--- src/rtl/radix4_mac_acc.sv ---
// Accumulates a programmed number of signed radix-4 Booth products into a guarded
// accumulator, then reports the sum with a one-cycle valid pulse and an overflow flag.
module radix4_mac_acc #(
   parameter int WIDTH = 32,
   parameter int GUARD = 8,
   parameter int CNT_W = 16
) (
   input  logic                       clk,
   input  logic                       reset,
   input  logic                       start,
   input  logic [CNT_W-1:0]           len,
   input  logic                       nd,
   input  logic [2*WIDTH-1:0]         q,
   output logic                       ready,
   output logic                       busy,
   output logic                       valid,
   output logic [2*WIDTH+GUARD-1:0]   acc_out,
   output logic                       ovf,
   output logic [CNT_W-1:0]           count,
   output logic [1:0]                 dbg_state
);

   localparam int PW = 2 * WIDTH;
   localparam int AW = PW + GUARD;

   // Handshake: a run is accepted on a rising edge where ready=1 and start=1.
   // Inside a run, q is consumed on every rising edge where busy=1 and nd=1;
   // there is no back-pressure. valid=1 marks the single cycle acc_out is final.
   typedef enum logic [1:0] {
      S_IDLE = 2'd0,
      S_ACC  = 2'd1,
      S_DONE = 2'd2
   } state_t;

   state_t           state_q;
   logic [CNT_W-1:0] rem_q;
   logic [CNT_W-1:0] cnt_q;
   logic [AW-1:0]    acc_q;
   logic             ovf_q;
   logic             ready_q;
   logic             busy_q;
   logic             valid_q;

   logic [AW-1:0]    q_ext;
   logic [AW-1:0]    acc_d;
   logic             ovf_d;

   // True when bits [AW-1:PW-1] are all equal, i.e. the value fits in PW signed bits.
   function automatic logic fits_signed(input logic [AW-1:0] a);
      logic [GUARD:0] top;
      top = a[AW-1:PW-1];
      return (&top) | (~|top);
   endfunction

   always_comb begin
      q_ext = {{GUARD{q[PW-1]}}, q};
      acc_d = acc_q + q_ext;
      ovf_d = ~fits_signed(acc_d);
   end

   always_ff @(posedge clk) begin
      if (reset) begin
         state_q <= S_IDLE;
         rem_q   <= '0;
         cnt_q   <= '0;
         acc_q   <= '0;
         ovf_q   <= 1'b0;
         ready_q <= 1'b1;
         busy_q  <= 1'b0;
         valid_q <= 1'b0;
      end else begin
         case (state_q)
            S_IDLE: begin
               valid_q <= 1'b0;
               if (start) begin
                  acc_q   <= '0;
                  cnt_q   <= '0;
                  ovf_q   <= 1'b0;
                  rem_q   <= len;
                  ready_q <= 1'b0;
                  if (len == '0) begin
                     // An empty run still produces a (zero) result pulse.
                     state_q <= S_DONE;
                     valid_q <= 1'b1;
                  end else begin
                     state_q <= S_ACC;
                     busy_q  <= 1'b1;
                  end
               end
            end
            S_ACC: begin
               if (nd) begin
                  acc_q <= acc_d;
                  cnt_q <= cnt_q + CNT_W'(1);
                  rem_q <= rem_q - CNT_W'(1);
                  if (rem_q == CNT_W'(1)) begin
                     state_q <= S_DONE;
                     busy_q  <= 1'b0;
                     valid_q <= 1'b1;
                     ovf_q   <= ovf_d;
                  end
               end
            end
            S_DONE: begin
               state_q <= S_IDLE;
               valid_q <= 1'b0;
               ready_q <= 1'b1;
            end
            default: begin
               state_q <= S_IDLE;
               valid_q <= 1'b0;
               busy_q  <= 1'b0;
               ready_q <= 1'b1;
            end
         endcase
      end
   end

   assign ready     = ready_q;
   assign busy      = busy_q;
   assign valid     = valid_q;
   assign acc_out   = acc_q;
   assign ovf       = ovf_q;
   assign count     = cnt_q;
   assign dbg_state = state_q;

endmodule

--- config.mk ---
export PLATFORM = sky130hd
export DESIGN_NAME = radix4_mac_acc
export DESIGN_NICKNAME = d
export VERILOG_FILES = /design/src/rtl/radix4_mac_acc.sv
export SDC_FILE = /design/constraint.sdc
export NUM_CORES = 1
export LEC_CHECK = 0
export ABC_AREA = 1
export CORE_UTILIZATION = 45
export CTS_BUF_LIST = sky130_fd_sc_hd__clkbuf_4 sky130_fd_sc_hd__clkbuf_8 sky130_fd_sc_hd__clkbuf_16
export DETAILED_ROUTE_END_ITERATION = 10
export PLACE_DENSITY_LB_ADDON = 0.08
export SLEW_MARGIN = 10
export SYNTH_ARGS = -nofsm -noshare
export SYNTH_HDL_FRONTEND = slang
export SYNTH_SLANG_ARGS = --single-unit
--- constraint.sdc ---
create_clock -name clk -period 2.9 [get_ports clk]
set_clock_uncertainty 0.05 [all_clocks]
set_input_delay 0.29 -clock clk [delete_from_list [all_inputs] [get_ports clk]]
set_output_delay 0.29 -clock clk [all_outputs]
set_load 0.01 [all_outputs]
# ---- Word-level counts from Yosys, hierarchy flattened
# Index checks and enable logic that the tools add are counted.
dict set report op_classes {
  n_addsub 3
  eq_ne 7
  n_mux 29
  bitwise 4
  n_reduce_logical 12
}
# op count
set ops {}
lappend ops {{72-bit two-way mux} 2}
lappend ops {{72-bit one-hot mux with 2 select lines} 1}
lappend ops {{72-bit adder} 1}
lappend ops {{16-bit two-way mux} 4}
lappend ops {{16-bit one-hot mux with 2 select lines} 2}
lappend ops {{16-bit by 1-bit adder with 16-bit output (second input constant)} 1}
lappend ops {{16-bit by 1-bit equality test with 1-bit output (second input constant)} 1}
lappend ops {{16-bit zero test} 1}
lappend ops {{16-bit by 1-bit subtractor with 16-bit output (second input constant)} 1}
lappend ops {{1-bit two-way mux} 11}
lappend ops {{9-bit AND reduction} 1}
lappend ops {{9-bit OR reduction} 1}
lappend ops {{2-bit two-way mux} 4}
lappend ops {{2-bit != test (second input constant)} 4}
lappend ops {{1-bit one-hot mux with 2 select lines} 3}
lappend ops {{3-bit AND reduction} 2}
lappend ops {{5-bit AND reduction} 1}
lappend ops {{2-bit one-hot mux with 2 select lines} 1}
lappend ops {{2-bit AND reduction} 2}
lappend ops {{4-bit AND reduction} 1}
lappend ops {{1-bit inverter} 3}
lappend ops {{1-bit one-hot mux with 3 select lines} 1}
lappend ops {{2-bit by 1-bit equality test with 1-bit output (second input constant)} 1}
lappend ops {{2-bit equality test (second input constant)} 1}
lappend ops {{other kinds (4)} 4}
dict set report totals {
  regBits 110
  inputBits 84
  output_inout_bits 94
  wordCells 63
}

# ---- Depth between registers and ports, before layout
# Gate-level depths: netlist (run 1).
dict set report logic_depth {
  word_depth 8
  depth_mapped 20
  mapped_depth_nobuf 20
}

# ---- Least setup slack after synthesis (run 1)
# Ideal clock, no wire load.
dict set report synth_path {
  path_type {register to register}
  start {register acc_q[0] (netlist: acc_out[0])}
  end {register ovf_q (netlist: ovf)}
  setup_ps 132
  t_arrival_ps 2187
  t_required_ps 2718
  slack_ps 531
  path_stages_with_launch 19
  path_buffers 0
  synth_period_minus_slack_ps 2369
  path_cell_list {dfxtp_1 ha_1 fa_1 nand3_1 nand3_1 nand2_1 nand2_1 nand2_1 nand2_1 nand2_1 nand2_1 nand2_1 nand3_1 nand2_1 nand2_1 nor2_1 nand3_1 nand3_1 a21oi_1}
}
dict set report synth_via {
  elab_chain_len 8
  elab_cells_between_ends 9
  classes_between {add/sub: 1; mux: 3; bitwise: 2; reduce/logical: 3}
}
# element line_no
set synth_rtl {}
lappend synth_rtl {{start, declared} 38} ;# logic [AW-1:0] acc_q;
lappend synth_rtl {{start signal, assigned} 66} ;# acc_q <= '0;
lappend synth_rtl {{start signal, assigned} 76} ;# acc_q <= '0;
lappend synth_rtl {{start signal, assigned} 93} ;# acc_q <= acc_d;
lappend synth_rtl {{72-bit adder *} 57} ;# acc_d = acc_q + q_ext;
lappend synth_rtl {{9-bit OR reduction} 52} ;# return (&top) | (~|top);
lappend synth_rtl {{1-bit zero test} 52}
lappend synth_rtl {{1-bit OR *} 52}
lappend synth_rtl {{1-bit inverter *} 58} ;# ovf_d = ~fits_signed(acc_d);
lappend synth_rtl {{1-bit two-way mux *} 96} ;# if (rem_q == CNT_W'(1)) begin
lappend synth_rtl {{1-bit two-way mux *} 92} ;# if (nd) begin
lappend synth_rtl {{1-bit one-hot mux with 2 select lines *} 72} ;# case (state_q)
lappend synth_rtl {{end signal, assigned} 100} ;# ovf_q <= ovf_d;
lappend synth_rtl {{end, declared} 39} ;# logic ovf_q;
# Every way passes the cells marked *; elsewhere a longest branch is shown, timed or not. The select of a mux whose other input is x is not followed.
# A chain may end at the register's enable or synchronous reset.

# ---- Worst setup path in the final report (run 1)
dict set report layout_path {
  start {register acc_q[18] (netlist: acc_out[18])}
  end {register acc_q[59] (netlist: acc_out[59])}
}
dict set report layout_via {
  elab_chain_len 3
}
# element line_no
set layout_rtl {}
lappend layout_rtl {{72-bit adder} 57}
lappend layout_rtl {{72-bit two-way mux} 92}
lappend layout_rtl {{72-bit one-hot mux with 2 select lines} 72}
# No other way between the ends. The select of a mux whose other input is x is not followed.

==> results.yml, run 1 <==
global_route:
  antenna_found_initial: 0
  grt-ovfl-total: 0
  grt_pass1_vias: 11100
  grt_max_degree: 83
  track_usage_pct: 30.5
  grt_pass1_wl_mm: 54.1
logic_synthesis:
  ys_types: 40
  ys_ff_latch: 110
  synth_edf_count: 0
  synth_ff_type: "dfxtp_1"
  syn_avg_cell_area_um2: 5.74
  yosysWarningCount: 0
  async_flop_share_pct: 0
  synth_area_um2: 9750
  netlist_instances: 1699
  yosysSeqAreaShare_pct: 22.6
  syn_nets: 1858
sta:
  post-route-period-util_pct: 93.1
  setup_slack_ns: 0.200
  finalSetupViolCount: 0
  worstMarginPinSlew_ns: 0.603
  fmax_ghz: 0.370
  relSlewSlack_pct: 59.8
  hold_violations: 0
  period_minus_slack_ns: 2.70
  drv_slew: 0
  setup_tns_ns: 0
placed_design:
  place_hpwl_mm: 27.1
  io_buffers: 177
  routabilityCongestion: 1.00
  dp_slack_ns: -0.316
die:
  fp.dieH_um: 149
  die_x_um: 149
  dieArea_um2: 22200
  io_pins: 178
  rows: 53
  coreArea_um2: 21200
  initial_core_util_pct: 46.1
drt:
  avgViaCountPerCell: 5.10
  drc: 0
  final_antenna_net_count: 0
  drt_iter0_drc: 590
  route.vias.total: 11800
  dr.pass1.iters: 5
  wire_per_inst_um: 14.6
  routed_wl_mm: 33.6
power:
  report.power.total_w: 0.00466
  ir_worst_vdd_mv: 0.306
  power_density_nw_per_um2: 346
  power_leakage_nw: 6.40
setup_path:
  cpPeakStageDelay_ns: 0.35
  cp-end-kind: "register"
  startpoint: "acc_out[18]"
  worstPathRequired_ns: 3.09
  slowest_stage: "ha_1"
  worstReg2RegStart: "acc_out[18]"
  r2r-end: "acc_out[59]"
  r2r_slack_ns: 0.20
  crit_path_cell_trace: "ha_1 > nand2_1 > inv_1 > nand2_1 > nor2_1 > nand4_1 > nand3_1 > nand2_1 > nand2_2 > a21oi_2 > o21ai_0 > buf_4 > nand2_1 > nand2_1 > nand2_1 > nand3_1 > a21oi_1"
  path_class: "reg -> reg"
  critical_path.max_fanout: 4
  arrival_ns: 2.89
  startpoint_type: "register"
  cp-endpoint: "acc_out[59]"
  cpMostUsedCell: "nand2_1"
  r2r_cells: 17
job:
  cap_violations: 0
clocking:
  insertion_delay_ns: 0.37
  postCtsHoldBufs: 0
  cts-root-buf: "clkbuf_16"
  path_clk_slew_ns: 0.09
  clock_path_buffers: 2
  cts_htree_levels: 3
  cts_buffers: 9
  cts.sinks: 110
  cts_tree: "yes"
layout:
  antenna_cells: 0
  nets: 2185
  final_util_pct: 63.7
  drive_above_1_share_pct: 12.0
  area_growth_pct: 38.2
worst_hold_path:
  worstHoldPathType: "in -> reg"
status:
  status: "finished, final reports clean"
## flip-flops by register name, indices dropped and copies added, names as in the netlist
signal,cells
busy,1
dbg_state,2
ovf,1
acc_out,72
valid,1
count,16
ready,1
rem_q,16
## cell usage after synthesis (6+ instances only)
library cell,instances,share of area [%]
nor3_1,24,1.2
nor4_1,10,0.64
nand3_1,64,3.3
ha_1,74,9.5
inv_1,233,9.0
o21bai_1,11,0.85
nor2_1,160,6.2
nand3b_1,10,0.77
o21ai_0,107,5.5
a21oi_1,243,12
or2_2,12,0.77
nand2_1,540,21
nand4_1,6,0.39
clkbuf_1,33,1.3
dfxtp_1,110,23
## what timing repair did
| action | in CTS | in global routing |
|---|---|---|
| resized for setup | 0 | 23 |
| buffers inserted | 0 | 0 |
| setup endpoints to repair | 0 | 9 |
## worst min path at each step
stage	startpoint	endpoint	slack (ns)	cells after the start
finish	reset	count[4]	0.22	4
global route	reset	count[4]	0.24	4
global placement	rem_q[5]	rem_q[5]	0.40	2
detailed placement	valid	valid	0.41	2
CTS	reset	count[4]	0.21	4
floorplan	rem_q[5]	rem_q[5]	0.39	2
## final cells by class
| type | instances | area [µm²] |
|---|---|---|
| fill | 2151 | 7690 |
| multi-input combinational | 1319 | 6650 |
| timing repair buffer | 350 | 3080 |
| sequential | 110 | 2200 |
| inverter | 236 | 886 |
| tap | 275 | 344 |
| clock buffer | 9 | 225 |
| clock inverter | 7 | 86.3 |
## power by group
part / switching (W) / internal [W] / total, W
clock network: 0.000713 / 0.000637 / 0.00135
logic: 0.000916 / 0.000726 / 0.00164
registers: 0.0000744 / 0.00159 / 0.00167
## metal layers
layer	part of all wire (%)	wire [µm]	vias to the layer above	global-route usage, %
met4	2.6	876	0	10.2
met1	45	15100	5254	38.6
met5	0	0	-	0
li1	-	-	6154	-
met3	3.9	1320	55	2.87
met2	48	16300	302	53.8
## cell families after synthesis
kind of cell / Yosys count / share of synthesized area, %
xor+xnor: 9 / 0.809
buf+inv: 270 / 10.4
fa+ha+maj: 75 / 9.71
compound gates: 390 / 20.9
flops: 110 / 22.6
simple gates: 845 / 35.5
## critical path: cells and delay by family (launching register included)
| family | cells | cell delay, ns |
|---|---|---|
| compound gates | 3 | 0.32 |
| simple gates | 11 | 1.28 |
| fa+ha+maj | 1 | 0.35 |
| buf+inv | 2 | 0.22 |
| flops | 1 | 0.34 |
## stage by stage
stage	cells	hold WS (ns)	cell area [µm²]
6_report	2306	0.224	13500
5_1_grt	2306	0.241	13500
4_1_cts	2306	0.215	13400
3_5_place_dp	2290	0.405	13000
3_3_place_gp	2290	0.404	13000
2_1_floorplan	1699	0.393	9750
## cell usage in the layout, fill, tap and decap left out, types with 4 or more instances in the layout
master           synthesis  layout
a21o_1                   4       4
a21oi_1                243     241
buf_4                    0     172
clkbuf_16                0       9
clkdlybuf4s50_1          0     176
dfxtp_1                110     110
ha_1                    74      71
inv_1                  233     232
inv_2                    3       4
inv_8                    0       4
nand2_1                540     535
nand2_2                  3       8
nand3_1                 64      62
nand3_2                  2       4
nand3b_1                10      10
nand4_1                  6       6
nor2_1                 160     156
nor2_2                   4       8
nor3_1                  24      23
nor4_1                  10       7
o211ai_1                 4       4
o21ai_0                107     107
o21bai_1                11      11
or2_2                   12      12
xnor2_1                  5       4
xor2_1                   4       4
(Power assumes the default switching activity.)
==> run 2, diff against run 1 <==
- RECOVER_POWER: not set -> 25
- clock period: 2.9 -> 3.5 ns (I/O delays scaled with it)
==> run 2 against run 1 <==
Against the previous run: critical path depth fell by 1; sequential power fell by 17%; non-clock buffer count fell by 144; sequential share of layout area rose by 1.6 points; final area down 9.0%; worst setup slack improved by 0.099 ns; clock-buffer cell count unchanged; clock power shrank 17%; via count fell by 4.0%; cell count down 6.2%.
==> results.yml, run 2 (synthesis results as in run 1) <==
status:
  status: "finished, final reports clean"
drt:
  drc: 0
  final_antenna_net_count: 0
  routed_wl_mm: 32.9
  drt_iter0_drc: 630
  route.vias.total: 11300
  wire_per_inst_um: 15.2
  avgViaCountPerCell: 5.23
  dr.pass1.iters: 5
setup_path:
  path_class: "in -> reg"
  worstReg2RegStart: "acc_out[0]"
  startpoint_type: "primary input"
  critical_path.max_fanout: 9
  startpoint: "q[63]"
  r2r-end: "ovf"
  r2r_slack_ns: 0.46
  r2r_cells: 18
  slowest_stage: "clkdlybuf4s50_1"
  cp-end-kind: "register"
  crit_path_cell_trace: "clkdlybuf4s50_1 > ha_1 > buf_4 > nand2_1 > nor4_1 > nand2_1 > a21oi_1 > nor2_1 > nand2_1 > nand2_1 > nand2_1 > nand2_1 > nor2_1 > nand3_1 > nand3_1 > a21oi_1"
  cpMostUsedCell: "nand2_1"
  worstPathRequired_ns: 3.68
  cpPeakStageDelay_ns: 0.61
  arrival_ns: 3.38
worst_hold_path:
  min_path_cells: 2
  worst_hold_path.endpoint: "acc_out[12]"
  worstHoldPathType: "in -> reg"
  hold_start: "reset"
die:
  dieArea_um2: 22200
  rows: 53
  coreArea_um2: 21200
  io_pins: 178
  fp.dieH_um: 149
  die_x_um: 149
  initial_core_util_pct: 46.1
power:
  ir_worst_vdd_mv: 0.219
  pwr-share-comb_pct: 32.0
  p_clk_share_pct: 30.4
  seq_power_share_pct: 37.6
  switchingPower_w: 0.00138
  power_density_nw_per_um2: 300
  report.power.total_w: 0.00368
  p_sw_share_pct: 37.5
  intPower_w: 0.00230
  power_leakage_nw: 5.84
clocking:
  clock_path_buffers: 2
  cts_buffers: 9
  path_clk_slew_ns: 0.09
  insertion_delay_ns: 0.37
  cts.sinks: 110
  postCtsHoldBufs: 0
  cts_tree: "yes"
  cts_htree_levels: 3
  cts-root-buf: "clkbuf_16"
  cts-resized-gates: 0
  cts_setup_buffers: 0
sta:
  drv_slew: 0
  period_minus_slack_ns: 3.20
  rsz0062_at_grt: "no"
  relSlewSlack_pct: 48.5
  holdWs_ns: 0.392
  fmax_ghz: 0.312
  hold_violations: 0
  finalSetupViolCount: 0
  worstMarginPinSlew_ns: 0.773
  setup_slack_ns: 0.298
  post-route-period-util_pct: 91.5
layout:
  n_fill_cell: 2242
  area_growth_pct: 25.8
  final_common_cell: "nand2_1"
  layout_common_cells: "nand2_1 (540), a21oi_1 (243), inv_1 (232), nor2_1 (160), clkdlybuf4s50_1 (127)"
  drive_above_1_share_pct: 4.08
  regArea_um2: 2200
  largest_reg_flops: 72
  final_cells: 2162
  multi_input_area_um2: 6530
  nets: 2041
  antenna_cells: 0
  stdcell_area_um2: 12300
job:
  cap_violations: 0
global_route:
  antenna_found_initial: 0
  grt-ovfl-total: 0
  track_usage_pct: 29.8
  grt_pass1_wl_mm: 52.4
  grt_pass1_vias: 10700
  grt_max_degree: 70
placed_design:
  dp_slack_ns: -0.0383
  dpl_cell_area_um2: 11900
  place_hpwl_mm: 26.6
  routabilityCongestion: 0.967
  io_buffers: 177
  dpl.cell_count: 2146
## run 2: worst max-delay path: cells and delay by family
kind | cells | cell delay, ns
compound gates | 2 | 0.38
simple gates | 11 | 1.49
fa+ha+maj | 1 | 0.42
buf+inv | 2 | 0.76
## run 2: stage by stage
step | TNS [ns] | utilization (%)
global placement | -0.0139 | 56.5
finish | 0 | 58.0
detailed placement | -0.0383 | 56.5
CTS | 0 | 58.0
global route | 0 | 58.0
floorplan | 0 | -
## run 2: final cells by class
| type | count | area share [%] |
|---|---|---|
| inverter | 236 | 7.23 |
| multi-input combinational | 1319 | 53.3 |
| sequential | 110 | 18.0 |
| timing repair buffer | 206 | 16.2 |
| tap | 275 | 2.81 |
| clock buffer | 9 | 1.84 |
| clock inverter | 7 | 0.725 |
## run 2: metal layers
layer | up-vias | part of all wire (%) | GRT usage, %
met5 | - | 0 | 0
met4 | 0 | 3.5 | 12.4
met3 | 68 | 4.6 | 4.13
met2 | 321 | 48 | 52.2
met1 | 5037 | 44 | 36.3
li1 | 5872 | - | -
## run 2: power groups by stage
stage                     clock network [W]  registers (W)  logic (W)
after floorplan                           0        0.00142   0.000715
after global placement                    0        0.00141    0.00117
after detailed placement                  0        0.00141    0.00118
after CTS                           0.00114        0.00138    0.00118
after global routing                0.00120        0.00139    0.00131
final                               0.00112        0.00138    0.00118
## run 2: how the worst max path moves through the flow
stage | endpoint | slack [ns] | cells after the start
global route | ovf | 0.02 | 19
global placement | ovf | -0.01 | 16
floorplan | ovf | 1.12 | 18
CTS | ovf | 0.34 | 16
detailed placement | ovf | -0.04 | 16
finish | ovf | 0.30 | 16
==> run 3, diff against run 2 <==
- CAP_MARGIN: not set -> 20
- CORE_ASPECT_RATIO: not set -> 1.1
==> run 3 against run 2 <==
Against the previous run: first-iteration DRC count up 9.5%; critical path depth is 1 lower; worst hold slack improved by 0.023 ns; sequential share of layout area is essentially flat; critical path type unchanged; register-to-register slack better by 0.11 ns; die area barely moved; cell count is 0.56% higher; sequential cell count is the same; routed wire length up 0.66%; sequential power hardly changed; final area about the same; worst setup slack improved by 0.018 ns.
==> results.yml, run 3 (synthesis results as in run 1) <==
drt:
  drt_iter0_drc: 690
  dr.pass1.iters: 5
  route.vias.total: 11200
  drc: 0
  avgViaCountPerCell: 5.15
  routed_wl_mm: 33.1
  wire_per_inst_um: 15.2
  final_antenna_net_count: 0
power:
  power_leakage_nw: 5.84
  report.power.total_w: 0.00372
  ir_worst_vdd_mv: 0.196
  power_density_nw_per_um2: 303
sta:
  post-route-period-util_pct: 91.0
  hold_violations: 0
  period_minus_slack_ns: 3.18
  drv_slew: 0
  worstMarginPinSlew_ns: 0.704
  relSlewSlack_pct: 53.1
  finalSetupViolCount: 0
  fmax_ghz: 0.314
  rsz0062_at_grt: "no"
  holdWs_ns: 0.415
setup_path:
  path_class: "in -> reg"
  arrival_ns: 3.37
  worstPathRequired_ns: 3.69
  critical_path.max_fanout: 9
  startpoint_type: "primary input"
  cp-end-kind: "register"
global_route:
  met2_usage_pct: 53.2
  use_met3_pct: 3.98
  grt-ovfl-total: 0
  grt-busiest-layer: "met2"
  grt_pass1_vias: 10400
  grt_pass1_wl_mm: 52.1
  grt_max_degree: 62
  grt_use_met1_pct: 35.6
  track_usage_pct: 29.9
  antenna_found_initial: 0
worst_hold_path:
  worstHoldPathType: "reg -> reg"
clocking:
  cts_tree: "yes"
  insertion_delay_ns: 0.38
  postCtsHoldBufs: 0
  cts_setup_buffers: 0
  cts-root-buf: "clkbuf_16"
  clock_path_buffers: 2
  cts_htree_levels: 3
  cts_buffers: 9
  cts-resized-gates: 0
  path_clk_slew_ns: 0.09
  cts.sinks: 110
die:
  io_pins: 178
  coreArea_um2: 21300
  initial_core_util_pct: 45.8
  die_x_um: 142
  rows: 56
  dieArea_um2: 22300
  fp.dieH_um: 156
placed_design:
  io_buffers: 177
  routabilityCongestion: 0.970
  dpl.cell_count: 2158
  place_hpwl_mm: 26.6
layout:
  antenna_cells: 0
  drive_above_1_share_pct: 3.93
  n_fill_cell: 2282
  final_cells: 2174
  final_common_cell: "nand2_1"
  layout_common_cells: "nand2_1 (540), a21oi_1 (243), inv_1 (232), nor2_1 (160), clkdlybuf4s50_1 (125)"
  largest_reg_flops: 72
  area_growth_pct: 25.9
  nets: 2038
status:
  status: "finished, final reports clean"
job:
  cap_violations: 0
run 3: worst paths after layout:
check	startpoint	end	slack [ns]	cells past startpoint
worst max-delay path	q[63]	ovf	0.32	15
worst max register to register	acc_out[0]	ovf	0.57	18
worst min register to register	valid	valid	0.42	2
worst min-delay path	valid	valid	0.42	2
run 3: per-stage QoR:
stage | instance area, µm² | util [%] | setup TNS (ns) | worst slack (ns)
after floorplan | 9750 | - | 0 | 1.12
after global placement | 12000 | 56.1 | -0.0972 | -0.0972
after detailed placement | 12000 | 56.1 | -0.0366 | -0.0366
after CTS | 12300 | 57.6 | 0 | 0.345
after global routing | 12300 | 57.6 | 0 | 0.0697
final | 12300 | 57.6 | 0 | 0.317
run 3: critical path: stages:
cell and delay, ns:
clkdlybuf4s50_1 0.61, ha_1 0.53, nand2_1 0.18, nor4_1 0.48
nand2_1 0.22, a21oi_1 0.28, nor2_1 0.11, nand2_1 0.10
nand2_1 0.05, nand2_1 0.09, nand2_1 0.06, nor2_1 0.09
nand3_1 0.07, nand3_1 0.08, a21oi_1 0.06
run 3: routing by layer:
layer	routed length [µm]	vias to the layer above
met1	14200	4935
met4	1290	0
met5	0	-
li1	-	5863
met3	1600	75
met2	16000	331
run 3: cell type report:
| cell class | instances | area, µm² | share of cell area [%] |
|---|---|---|---|
| inverters | 236 | 886 | 7.22 |
| clock inverters | 7 | 88.8 | 0.724 |
| multi-input cells | 1319 | 6530 | 53.2 |
| flip-flops and latches | 110 | 2200 | 18.0 |
| clock buffers | 9 | 225 | 1.84 |
| repair buffers | 203 | 1970 | 16.1 |
| well taps | 290 | 363 | 2.96 |
run 3: where the power goes:
group          internal [W]  switching (W)
Sequential          0.00132      0.0000597
Clock              0.000528       0.000633
Combinational      0.000456       0.000721
Total               0.00230        0.00141
